===== config.mk =====
export PLATFORM = sky130hd
export DESIGN_NAME = idvr_bitlogic_serial
export DESIGN_NICKNAME = d
export VERILOG_FILES = /design/src/rtl/idvr_bitlogic_serial.sv
export SDC_FILE = /design/constraint.sdc
export NUM_CORES = 1
export LEC_CHECK = 0
export CORE_MARGIN = 1
export CORE_UTILIZATION = 40
export DETAILED_ROUTE_END_ITERATION = 12
export PLACE_DENSITY = 0.68
export RECOVER_POWER = 25
export SETUP_SLACK_MARGIN = 0.15
export SYNTH_ARGS = -nofsm -noshare
export SYNTH_HDL_FRONTEND = slang
export SYNTH_SLANG_ARGS = --single-unit

===== constraint.sdc =====
create_clock -name CLK -period 2.7 [get_ports CLK]
set_input_delay 0.675 -clock CLK [delete_from_list [all_inputs] [get_ports CLK]]
set_output_delay 0.675 -clock CLK [all_outputs]
set_load 0.05 [all_outputs]

===== src/rtl/idvr_bitlogic_serial.sv =====
// Bit-serial (slice-serial) bitwise logic unit.
// Accepts one command (I0, I1, S) in IDLE, evaluates it C bits per clock,
// LSB slice first, then presents the full W-bit result with a zero flag
// until the consumer takes it.
// Ports:
//   CLK, RSTN      clock, asynchronous active-low reset
//   IVLD / IRDY    command handshake (IRDY high only in IDLE)
//   I0, I1, S      operands and op code (00 XOR, 01 NOT I0, 10 OR, 11 AND)
//   OVLD / ORDY    result handshake
//   O, OZ          result and result-is-zero flag
module idvr_bitlogic_serial #(
   parameter int unsigned W = 32,
   parameter int unsigned C = 8
) (
   input  logic         CLK,
   input  logic         RSTN,
   input  logic         IVLD,
   output logic         IRDY,
   input  logic [W-1:0] I0,
   input  logic [W-1:0] I1,
   input  logic [1:0]   S,
   output logic         OVLD,
   input  logic         ORDY,
   output logic [W-1:0] O,
   output logic         OZ
);

   localparam int unsigned N  = W / C;
   localparam int unsigned CW = (N > 1) ? $clog2(N) : 1;

   typedef enum logic [1:0] {IDLE, BUSY, DONE} state_t;

   state_t        state_q, state_d;
   logic [CW-1:0] cnt_q, cnt_d;
   logic [W-1:0]  a_q, b_q;
   logic [1:0]    op_q;
   logic [W-1:0]  acc_q, acc_d;
   logic [W-1:0]  o_q, o_d;
   logic          oz_q, oz_d;
   logic          irdy_q, ovld_q;
   logic          load_c;
   logic          last_c;
   int unsigned   idx_c;
   logic [C-1:0]  sa_c, sb_c, slice_c;

   // Current slice of the latched operands and its result.
   always_comb begin
      idx_c = 32'(cnt_q) * C;
      sa_c  = a_q[idx_c +: C];
      sb_c  = b_q[idx_c +: C];
      unique case (op_q)
         2'b00:   slice_c = sa_c ^ sb_c;
         2'b01:   slice_c = ~sa_c;
         2'b10:   slice_c = sa_c | sb_c;
         default: slice_c = sa_c & sb_c;
      endcase
   end

   assign last_c = (cnt_q == CW'(N - 1));

   // State register.
   always_ff @(posedge CLK or negedge RSTN) begin
      if (!RSTN) state_q <= IDLE;
      else       state_q <= state_d;
   end

   // Next state, slice counter, partial and final result.
   always_comb begin
      state_d = state_q;
      cnt_d   = cnt_q;
      acc_d   = acc_q;
      o_d     = o_q;
      oz_d    = oz_q;
      load_c  = 1'b0;
      unique case (state_q)
         IDLE: begin
            if (IVLD) begin
               load_c  = 1'b1;
               cnt_d   = '0;
               state_d = BUSY;
            end
         end
         BUSY: begin
            acc_d[idx_c +: C] = slice_c;
            if (last_c) begin
               // Result becomes visible on O only once all slices are in.
               o_d     = acc_d;
               oz_d    = (acc_d == '0);
               state_d = DONE;
            end else begin
               cnt_d = cnt_q + CW'(1);
            end
         end
         DONE: begin
            if (ORDY) state_d = IDLE;
         end
         default: state_d = IDLE;
      endcase
   end

   // Datapath and registered handshake outputs.
   always_ff @(posedge CLK or negedge RSTN) begin
      if (!RSTN) begin
         cnt_q  <= '0;
         a_q    <= '0;
         b_q    <= '0;
         op_q   <= '0;
         acc_q  <= '0;
         o_q    <= '0;
         oz_q   <= 1'b0;
         irdy_q <= 1'b1;
         ovld_q <= 1'b0;
      end else begin
         cnt_q  <= cnt_d;
         acc_q  <= acc_d;
         o_q    <= o_d;
         oz_q   <= oz_d;
         irdy_q <= (state_d == IDLE);
         ovld_q <= (state_d == DONE);
         if (load_c) begin
            a_q  <= I0;
            b_q  <= I1;
            op_q <= S;
         end
      end
   end

   assign IRDY = irdy_q;
   assign OVLD = ovld_q;
   assign O    = o_q;
   assign OZ   = oz_q;

endmodule


# After elaboration in Yosys (flattened, before gate mapping)
# Cells that the tools add are included.
# Widths: inputs -> output; s select.
# classes
eq_ne	8
n_lt_le_gt_ge	0
shifts	4
n_reduce_logical	7
muxes	11
multipliers	0
bitwise	4
div_mod_pow	0
add_sub_neg	2
# op_table
operator	n
$shiftx 32x6->8	2
$neg 5->34	1
$shift 8x34->32 const A	1
$shiftx 8x34->32	1
$bwmux 32	1
$logic_not 32->1	1
$pmux 8 s3	1
$mux 2	5
$and 8x8->8	1
$eq 2x2->1 const B	4
$not 8->8	1
$or 8x8->8	1
$xor 8x8->8	1
$logic_not 2->1	3
$pmux 2 s3	1
$eq 2x1->1 const B	2
$ne 2x2->1 const B	2
$pmux 2 s2	1
$reduce_and 3->1	1
$add 2x1->2 const B	1
$mux 1	2
$reduce_and 2->1	1
$reduce_bool 2->1	1
# totals
ramBits	0
mem_bits_ro	0
latch_bits	0
regBits	137
mem_count	0

# Logic depth before layout (Yosys ltp)
# depth
ltp_word	6
ltp_mapped	11
ltp_nobuf	9

# Worst setup path before layout
# No wires, ideal clock.
# synth_path
path_type	register to register
from	reg cnt_q[0]
to	reg oz_q, in the netlist OZ
setup_slack_ns	-0.129
stages_incl_launch_ff	12
setup_ns	0.068
t_arrival_ns	2.760
n_path_buf	2
path_cell_list	dfrtp_1 buf_6 buf_2 mux4_2 inv_1 ha_1 inv_1 mux4_1 a2bb2oi_1 nand4_1 nor4_1 a32o_1
# synth_between
elab_chain_cells	6
word_cells_on_any_way	14
classes_between	1 x add/sub; 1 x eq/ne; 4 x shift; 2 x mux; 4 x bitwise; 2 x reduce/logical
# synth_rtl
item	line	rtl
start: declaration	34	logic [CW-1:0] cnt_q, cnt_d;
start signal: assignment	114	cnt_q <= cnt_d;
$shiftx 32x6->8 (on tied branches)	49, 50	
$and 8x8->8 (tied with other cells)	55	default: slice_c = sa_c & sb_c;
$pmux 8 s3	51	unique case (op_q)
$shiftx 8x34->32	84	acc_d[idx_c +: C] = slice_c;
$bwmux 32	84	
$logic_not 32->1	88	oz_d = (acc_d == '0);
end signal: assignment	117	oz_q <= oz_d;
end: declaration	39	logic oz_q, oz_d;
# Parallel ways exist; a longest one is shown, timed or not.
# A chain may end at the register's enable or synchronous reset.

# Worst setup path in the final report
# Same ends and word-level chain as after synthesis.

==> metrics.md <==
| Metric | Value |
|---|---|
| Pin count of the biggest net entering global routing | `69` |
| Max-cap viol count | `1` |
| Worst Setup End Kind | `register` |
| Netlist Area Pre-Place | `6300 µm²` |
| Core footprint | `15300 µm²` |
| Final HPWL DP | `10100 µm` |
| Final setup violation count | `3` |
| ANT nets after route | `0` |
| IO Pins | `105` |
| Leak | `3.81 nW` |
| Drt pass-1 iters | `4` |
| Synth Net Count | `601` |
| Non-filler cells, final | `873` |
| Peak supply drop | `0.721 mV` |
| RePlAce Congestion | `0.825` |
| Cell area after layout | `9090 µm²` |
| Type of origin of the critical path | `register` |
| Via density | `5.11` |
| Post-route DRC violation count | `0` |
| Via count | `4457` |
| Final WS setup | `-0.127 ns` |
| Part of the power in registers | `0.260` |
| RSZ-0062 raised after global routing | `true` |
| Layout area overhead | `44.3%` |
| Number of antenna violations at the first check in global routing | `0` |
| Slew HR | `-0.143` |
| Worst Path Required | `3.01 ns` |
| Nets | `741` |
| Filler Cell Count | `1200` |
| Synth Area in Compound Gates | `0.0999` |
| Synth Area in XOR/XNOR | `0` |
| Clock buffer depth | `2` |
| Antenna fix cells | `0` |
| Post-synthesis register bit count | `137` |
| Post-place setup slack | `-0.309 ns` |
| Row cnt | `45` |
| Failing checks | `max-capacitance violations, max-slew violations, negative setup slack` |
| Sw frac | `0.383` |
| Max-slew violation count | `68` |
| Height of the die | `127 µm` |
| Num CTS Buffers | `17` |
| Worst Max-Slew Pin Slew | `1.71 ns` |
| First-pass GRT wire length | `24700 µm` |
| Die W | `127 µm` |
| Multiplexer area fraction after synthesis | `0.209` |
| Grt total ovfl | `0` |
| Clock Skews | `0.0119 ns` |
| DR WL/cell | `17.5 µm` |
| Cell Int Power | `0.00822 W` |
| Count of cell types in the netlist | `30` |
| Vias in the first global route | `4656` |
| Seq/Total Area, Yosys | `0.544` |
| Total global-route track usage | `0.201` |
| CTS Sinks | `137` |
| H-tree levels | `4` |
| Die ar. | `16300 µm²` |
| I/O Buffers | `104` |
| Detailed Route WL | `15300 µm` |
| Post-synth EDFFs | `0` |
| Ys flop type | `dfrtp_1` |
| Layout cells sized above 1 | `0.382` |
| 1st-iter DRT viols | `228` |
| Crit Path Max Fanout | `8` |
| Max Freq | `0.354 GHz` |
| Synth Area per Inst | `12.4 µm²` |
| Yosys warns | `0` |
| Combinational share of power | `0.558` |
| Root Buffer | `clkbuf_16` |
| Sw power | `0.00511 W` |
| Synth Area in Adders | `0.0437` |
| DP Cell Count | `821` |
| Post-route minimum period | `2.83 ns` |
| Pwr Density | `1470 nW/µm²` |
| Final hold vios | `0` |
| CP most frequent cell | `buf_12` |
| R2r setup slk | `-0.13 ns` |
| Crit share post-route | `1.05` |
| Post-Synth Simple-Gate Area | `0.0594` |
| Initial Util | `0.413` |
| Insertion delay to the later sink of the worst-skew pair | `0.42 ns` |
| Status | `finished, violations left` |
| Area after DPL | `7840 µm²` |
| Critical Path Max Stage Delay | `0.54 ns` |
| CTS tree | `done` |
| Post-Synthesis Cells | `509` |
| Worst-path clk slew | `0.06 ns` |
| Hold Path Class | `reg -> reg` |
| Critical path class | `reg -> reg` |
| Critical-path cell list | `buf_12 > buf_12 > mux4_2 > inv_2 > ha_4 > inv_2 > mux4_2 > buf_12 > a2bb2oi_4 > nand4_1 > nor2_2 > a32o_1` |
| Critical Path AT | `3.14 ns` |
| Largest family of logic cells by synthesized area | `multiplexers` |
| Async S/R FF share, synth | `1.00` |
| Clock Power Share | `0.183` |
| Slowest cell on crit path | `mux4_2` |
==> metal layers <==
layer / share of wire / routed length (µm) / GRT usage
met4: 0.019 / 297 / 0.0707
met1: 0.42 / 6410 / 0.253
met5: 0 / 0 / 0
met3: 0.047 / 715 / 0.0515
met2: 0.51 / 7860 / 0.337
==> cell usage after synthesis, drive strengths merged, types with 2 or more instances <==
| library cell | instances | area, µm² |
|---|---|---|
| a2bb2oi | 30 | 263 |
| nor2b | 2 | 12.5 |
| nor2 | 4 | 15.0 |
| mux4 | 24 | 548 |
| nand2b | 2 | 12.5 |
| dfrtp | 136 | 3400 |
| nand4 | 8 | 50.1 |
| mux2 | 68 | 766 |
| nor4 | 2 | 12.5 |
| nand2 | 65 | 244 |
| o21ai | 66 | 330 |
| ha | 22 | 275 |
| clkbuf | 19 | 71.3 |
| inv | 41 | 156 |
| buf | 9 | 45.0 |
==> metrics by stage <==
step                power, W  utilization  hold WS (ns)  TNS, ns
floorplan            0.00741            -         0.379        0
global placement     0.00894        0.514         0.467   -0.255
detailed placement   0.00912        0.514         0.472   -0.309
CTS                   0.0127        0.580         0.280   -0.157
global route          0.0141        0.596         0.513    -2.80
finish                0.0133        0.596         0.478   -0.206
==> worst paths after layout <==
path,startpoint,endpoint,depth (start not counted)
max,cnt_q[0],OZ,12
min,O[2],O[2],2
max reg2reg,cnt_q[0],OZ,12
min reg2reg,O[2],O[2],2
max in group asynchronous,RSTN,b_q[23],2
min in group asynchronous,RSTN,O[2],1
==> sequential cells by signal, summed over array words and instances, names as in the netlist <==
signal	count
a_q	32
O	32
acc_q	32
OVLD	1
OZ	1
op_q	2
IRDY	1
cnt_q	2
b_q	32
state_q	2
==> timing repair <==
action | 4_1_cts | 5_1_grt
setup endpoints to repair | 9 | 49
buffers inserted | 15 | 4
pin swaps | 14 | 8
gates resized for setup | 53 | 75
hold buffers | 0 | 0
gates cloned | 0 | 1
==> final cells by class <==
| class | count | area, µm² | area share |
|---|---|---|---|
| Clock inverter | 12 | 174 | 0.0191 |
| Clock buffer | 20 | 447 | 0.0492 |
| Timing Repair Buffer | 148 | 1510 | 0.166 |
| Sequential cell | 137 | 3430 | 0.377 |
| Inverter | 42 | 160 | 0.0176 |
| Tap cell | 211 | 264 | 0.0291 |
| Multi-Input combinational cell | 303 | 3100 | 0.342 |
==> cell families after synthesis <==
family          Yosys count
flops                   137
compound gates          101
mux                      92
simple gates             87
buf+inv                  70
fa+ha+maj                22
==> worst max-delay path, delay by kind of cell (launching register included) <==
family,cells,cell delay [ns]
flops,1,0.39
fa+ha+maj,1,0.12
simple gates,2,0.15
buf+inv,5,0.60
mux,2,1.06
compound gates,2,0.39
==> cell usage in the layout, fill, tap and decap left out, types with 3 or more instances in the layout <==
| cell type | Yosys | final |
|---|---|---|
| a2bb2oi_2 | 0 | 18 |
| a2bb2oi_4 | 0 | 10 |
| buf_12 | 0 | 8 |
| buf_4 | 0 | 23 |
| buf_6 | 1 | 12 |
| bufinv_16 | 0 | 4 |
| clkbuf_16 | 0 | 17 |
| clkdlybuf4s50_1 | 0 | 103 |
| clkinv_2 | 0 | 3 |
| clkinvlp_4 | 0 | 4 |
| dfrtp_1 | 136 | 136 |
| ha_1 | 22 | 14 |
| ha_4 | 0 | 8 |
| inv_1 | 40 | 20 |
| inv_2 | 0 | 20 |
| mux2_2 | 68 | 67 |
| mux4_2 | 22 | 24 |
| nand2_1 | 65 | 64 |
| nand4_1 | 8 | 8 |
| nor2_1 | 4 | 3 |
| o21ai_0 | 66 | 34 |
| o21ai_1 | 0 | 13 |
| o21ai_2 | 0 | 19 |
==> power by group through the flow <==
| stage | sequential, W | combinational (W) | clock [W] |
|---|---|---|---|
| finish | 0.00346 | 0.00743 | 0.00244 |
| global route | 0.00359 | 0.00794 | 0.00257 |
| CTS | 0.00346 | 0.00672 | 0.00248 |
| detailed placement | 0.00346 | 0.00567 | 0 |
| global placement | 0.00342 | 0.00552 | 0 |
| floorplan | 0.00391 | 0.00350 | 0 |
Power figures use the tool's default switching activity.
